--- config.mk ---
export PLATFORM = sky130hd
export DESIGN_NAME = serial_adder_nbit
export DESIGN_NICKNAME = d
export VERILOG_FILES = /design/src/rtl/serial_adder_nbit_pkg.sv /design/src/rtl/fa_chunk.sv /design/src/rtl/serial_adder_nbit.sv
export SDC_FILE = /design/constraint.sdc
export NUM_CORES = 1
export LEC_CHECK = 0
export CORE_MARGIN = 5
export CORE_UTILIZATION = 52
export CTS_BUF_LIST = sky130_fd_sc_hd__clkbuf_4 sky130_fd_sc_hd__clkbuf_8
export DETAILED_ROUTE_END_ITERATION = 6
export GPL_ROUTABILITY_DRIVEN = 0
export MAX_ROUTING_LAYER = met4
export PLACE_DENSITY = 0.9
export SETUP_SLACK_MARGIN = 0.4
export SYNTH_ARGS = -nofsm -noshare
export SYNTH_HDL_FRONTEND = slang
export SYNTH_SLANG_ARGS = --single-unit
--- constraint.sdc ---
create_clock -name clk -period 3.4 [get_ports clk]
set_input_delay 1.02 -clock clk [delete_from_list [all_inputs] [get_ports clk]]
set_output_delay 1.02 -clock clk [all_outputs]
set_load 0.01 [all_outputs]
--- src/rtl/serial_adder_nbit_pkg.sv ---
// Shared types and elaboration helpers for the digit-serial adder/subtractor.
package serial_adder_nbit_pkg;

  typedef enum logic [1:0] {
    StIdle = 2'd0,
    StRun  = 2'd1,
    StDone = 2'd2
  } state_e;

  // Operand width must split evenly into chunks of at least one bit.
  function automatic bit chunk_cfg_ok(int unsigned n, int unsigned w);
    return (n >= 1) && (w >= 1) && (w <= n) && ((n % w) == 0);
  endfunction

  function automatic int unsigned cnt_width(int unsigned chunks);
    return (chunks > 1) ? $clog2(chunks) : 1;
  endfunction

endpackage

--- src/rtl/fa_chunk.sv ---
// Combinational W-bit ripple-carry adder made of full-adder cells.
module fa_chunk #(
  parameter int unsigned W = 2
) (
  output logic         cout,
  output logic [W-1:0] sum,
  input  logic         cin,
  input  logic [W-1:0] a,
  input  logic [W-1:0] b
);

  logic [W:0] c;

  assign c[0] = cin;

  for (genvar i = 0; i < W; i++) begin : g_fa
    assign sum[i]   = a[i] ^ b[i] ^ c[i];
    assign c[i+1]   = (a[i] & b[i]) | (c[i] & (a[i] ^ b[i]));
  end

  assign cout = c[W];

endmodule

--- src/rtl/serial_adder_nbit.sv ---
// Digit-serial N-bit adder/subtractor, W bits per cycle, start/done handshake.
// Define SERIAL_ADD_OVF_EN to add the registered signed-overflow output ovf.
module serial_adder_nbit
  import serial_adder_nbit_pkg::*;
#(
  parameter int unsigned N = 8,
  parameter int unsigned W = 2
) (
  input  logic         clk,
  input  logic         rst_n,
  input  logic         start,
  input  logic         sub,
  input  logic         ripin,
  input  logic [N-1:0] x1,
  input  logic [N-1:0] x2,
  output logic [N-1:0] somma,
  output logic         ripout,
`ifdef SERIAL_ADD_OVF_EN
  output logic         ovf,
`endif
  output logic         busy,
  output logic         done
);

  localparam int unsigned CHUNKS = N / W;
  localparam int unsigned CntW   = cnt_width(CHUNKS);

  if (!chunk_cfg_ok(N, W)) begin : g_bad_cfg
    $error("serial_adder_nbit: need 1 <= W <= N and N %% W == 0");
  end

  state_e          state_q, state_d;
  logic [CntW-1:0] cnt_q, cnt_d;
  logic [N-1:0]    a_q, a_d;
  logic [N-1:0]    b_q, b_d;
  logic            carry_q, carry_d;
  logic [N-1:0]    somma_q, somma_d;
  logic            ripout_q, ripout_d;
`ifdef SERIAL_ADD_OVF_EN
  logic            ovf_q, ovf_d;
`endif

  logic [31:0]     idx;
  logic [W-1:0]    a_c, b_c, sum_c;
  logic            cout_c;
  logic            accept;

  assign idx = 32'(cnt_q) * W;
  assign a_c = a_q[idx +: W];
  assign b_c = b_q[idx +: W];

  fa_chunk #(
    .W (W)
  ) u_fa_chunk (
    .cout (cout_c),
    .sum  (sum_c),
    .cin  (carry_q),
    .a    (a_c),
    .b    (b_c)
  );

  always_comb begin
    state_d  = state_q;
    cnt_d    = cnt_q;
    a_d      = a_q;
    b_d      = b_q;
    carry_d  = carry_q;
    somma_d  = somma_q;
    ripout_d = ripout_q;
`ifdef SERIAL_ADD_OVF_EN
    ovf_d    = ovf_q;
`endif
    accept   = 1'b0;

    unique case (state_q)
      StIdle: accept = start;
      StRun: begin
        somma_d[idx +: W] = sum_c;
        carry_d           = cout_c;
        cnt_d             = cnt_q + 1'b1;
        if (cnt_q == CntW'(CHUNKS - 1)) begin
          ripout_d = cout_c;
`ifdef SERIAL_ADD_OVF_EN
          // Carry into the MSB is recovered from that bit's sum and operands.
          ovf_d    = cout_c ^ (a_c[W-1] ^ b_c[W-1] ^ sum_c[W-1]);
`endif
          state_d  = StDone;
        end
      end
      StDone: begin
        accept  = start;
        state_d = StIdle;
      end
      default: state_d = StIdle;
    endcase

    // Subtraction is x1 + ~x2 + 1, so ripin is irrelevant when sub is set.
    if (accept) begin
      a_d     = x1;
      b_d     = sub ? ~x2 : x2;
      carry_d = sub ? 1'b1 : ripin;
      cnt_d   = '0;
      state_d = StRun;
    end
  end

  always_ff @(posedge clk or negedge rst_n) begin
    if (!rst_n) begin
      state_q  <= StIdle;
      cnt_q    <= '0;
      a_q      <= '0;
      b_q      <= '0;
      carry_q  <= 1'b0;
      somma_q  <= '0;
      ripout_q <= 1'b0;
`ifdef SERIAL_ADD_OVF_EN
      ovf_q    <= 1'b0;
`endif
    end else begin
      state_q  <= state_d;
      cnt_q    <= cnt_d;
      a_q      <= a_d;
      b_q      <= b_d;
      carry_q  <= carry_d;
      somma_q  <= somma_d;
      ripout_q <= ripout_d;
`ifdef SERIAL_ADD_OVF_EN
      ovf_q    <= ovf_d;
`endif
    end
  end

  assign somma  = somma_q;
  assign ripout = ripout_q;
`ifdef SERIAL_ADD_OVF_EN
  assign ovf    = ovf_q;
`endif
  assign busy   = (state_q == StRun);
  assign done   = (state_q == StDone);

endmodule
==> metrics.cfg <==
[run_status]
status=finished clean

[global_route]
grt_pass1_wl_um=4740
grt_pass1_vias=1050
gr-total-overflow=0
antenna_found_initial=0
grt_max_degree=31
grtUsageTotal=0.156

[synth]
yosysSeqAreaShare=0.497
syn_nets=150
ys_types=26
synth_area_um2=1510
synth.mux.area_fraction=0.142
syn-mean-instance-area_um2=12.5
yosys.area_share.adder=0.0762
yosys.area_share.xor_xnor=0.0464
syn_inst=121
ys_warn_count=0
synth_top_area_share=0.497
synthTopCellsByArea=dfrtp_1, mux2_2, mux4_2
synth_compound_area_frac=0.0770
ys_ff_latch=30
yosysTopAreaCell=dfrtp_1
synth_top_family_by_area=multiplexers
yosys.area_share.simple=0.118

[timing]
slew_headroom=0.653
finalCritPeriodShare=0.818
setup_viol=0
post-route-min-period_ps=2780
hold_viol_final=0
clock_skew_ps=13.1
worst_pin_slew_ps=521
finalMaxSlewViolations=0
grt_setup_unrepaired=false
fin_tns_setup_ps=0
max_freq_mhz=359

[worst_setup_path]
crit_start=cnt_q[0]$_DFFE_PN0P_
worst_ep_arrival_time_ps=3000
critPathMaxStageDelay_ps=680
r2r_cells=5
r2r_end=somma[5]$_DFFE_PN0P_
crit_type=flip-flop to flip-flop
cp_top_family=adder cells
crit_top_cell=fa_1
reg2reg_from=cnt_q[0]$_DFFE_PN0P_
worstPathRequired_ps=3620
cp_slowest_cell=dfrtp_1
crit_buf_inv=0
end_kind=flip-flop
crit_chain=mux4_2, fa_1, fa_1, nand2_1, o41ai_1
worst_setup_path_start_kind=flip-flop
r2r_setup_slack_ps=620
cp_max_fo=14

[routing]
via_per_inst=5.41
wl_per_cell_um=14.9
drt-pass1-iter-count=4
drt_iter0_markers=24
vias=1011
drt_wl_total_um=2780
post-route-drc-count=0
antenna_left=0

[hold_path]
hold_path_class=flip-flop to flip-flop
holdPathStages=2
worstHoldStart=somma[2]$_DFFE_PN0P_
holdPathEnd=somma[2]$_DFFE_PN0P_

[place]
dp_hpwl_um=2130
io_buffers=31
dpl_cell_area_um2=1810

[cts]
ctsLongestPathBuffers=2
cts_tree=built
cts_resized=0
postCtsSetupRepairBufs=0
clock-sinks=30
hold_buffers=0
clkLatencyLatePin_ps=330
htree_levels=2
cts-buffers-inserted=5
root_buffer=clkbuf_4
cts.clk_slew.worst_paths_ps=100

[layout]
area_delta_synth_final_pct=24.2
finalInstanceArea_um2=1880
n_antenna_cell=0
final_util=0.675
fin_nets=184
drive_gt1_frac=0.179

[pwr]
p_leak_uw=0.000812
powerDensity_nw_per_um2=906
vdd_drop_max_uv=539

[die]
core-area_um2=2780
io_pins=32
die_x_um=63.9
die_h_um=63.9
die_area_um2=4090
initial_utilization=0.543
rows=19

[run]
drv_cap=0

cell type report:
| class | instances | area, µm² |
|---|---|---|
| Clock buffer | 7 | 58.8 |
| Clock inverter | 1 | 5.00 |
| Fill cell | 209 | 905 |
| Inverter | 3 | 11.3 |
| Multi-Input combinational cell | 83 | 694 |
| Sequential cell | 30 | 751 |
| Tap cell | 31 | 38.8 |
| Timing Repair Buffer | 32 | 318 |
sequential cells by signal, indices dropped and copies added (netlist names):
register and count:
a_q 8, b_q 8, somma 8, cnt_q 2, state_q 2, carry_q 1, ripout 1
per-stage QoR:
step	power (µW)	cells	setup WS (ps)	hold slack, ps
2_1_floorplan	1220	121	896	445
3_3_place_gp	1420	179	781	462
3_5_place_dp	1490	179	642	469
4_1_cts	1720	187	617	488
5_1_grt	1850	187	498	518
6_report	1700	187	618	489
synthesized netlist by cell type (all sizes together):
cell type / instances
nand2: 17
mux2: 11
clkbuf: 1
inv: 3
nand2b: 6
xnor2: 8
and2b: 1
dfrtp: 30
nor2: 4
a22o: 1
nand3b: 3
fa: 2
o41ai: 2
and2: 2
buf: 4
o21ai: 10
a221o: 1
mux4: 4
o31ai: 4
ha: 6
nand3: 1
worst register-to-register path, cell delays in order, from the launching register on:
cell and delay [ps]:
dfrtp_1 680, mux4_2 590, fa_1 430, fa_1 530, nand2_1 90, o41ai_1 350
cells in the final DEF, fill, tap and decap left out:
master           instances
ha_1                     6
a22o_1                   1
clkbuf_4                 6
a221o_1                  1
nand2b_2                 1
mux4_2                   4
buf_4                    1
nand2b_1                 4
inv_1                    3
and2b_1                  1
clkinv_2                 1
nand2b_4                 1
o31ai_1                  4
clkbuf_8                 1
o21ai_0                 10
o41ai_1                  2
nand3_1                  1
nor2_1                   3
xnor2_1                  8
nand3b_1                 3
fa_1                     2
and2_1                   1
and2_4                   1
mux2_2                  11
nand2_1                 17
clkdlybuf4s50_1         31
dfrtp_1                 30
nor2_2                   1
routing by layer:
| metal | track usage | share of wire | vias up |
|---|---|---|---|
| li1 | - | - | 487 |
| met1 | 0.162 | 0.39 | 480 |
| met2 | 0.241 | 0.51 | 36 |
| met3 | 0.0595 | 0.068 | 8 |
| met4 | 0.106 | 0.032 | 0 |
| met5 | - | 0 | - |
logic make-up after synthesis:
logic type,Yosys count
DFF,30
adders and majority gates,8
AOI/OAI and AO/OA,18
buffers and inverters,8
xor gates and xnor gates,8
and+or+nand+nor,34
muxes,15
report_power, final:
part | internal (µW) | total (µW) | switching (µW)
Combinational | 436 | 826 | 389
Clock | 108 | 226 | 118
Sequential | 518 | 649 | 131
Total | 1060 | 1700 | 638
worst max-delay path by stage:
stage	cells past startpoint	endpoint
floorplan	7	somma[1]$_DFFE_PN0P_
global route	5	somma[5]$_DFFE_PN0P_
CTS	5	somma[5]$_DFFE_PN0P_
global placement	6	somma[1]$_DFFE_PN0P_
finish	5	somma[5]$_DFFE_PN0P_
detailed placement	5	somma[5]$_DFFE_PN0P_
Note: power is estimated with default switching activity, not from simulation.
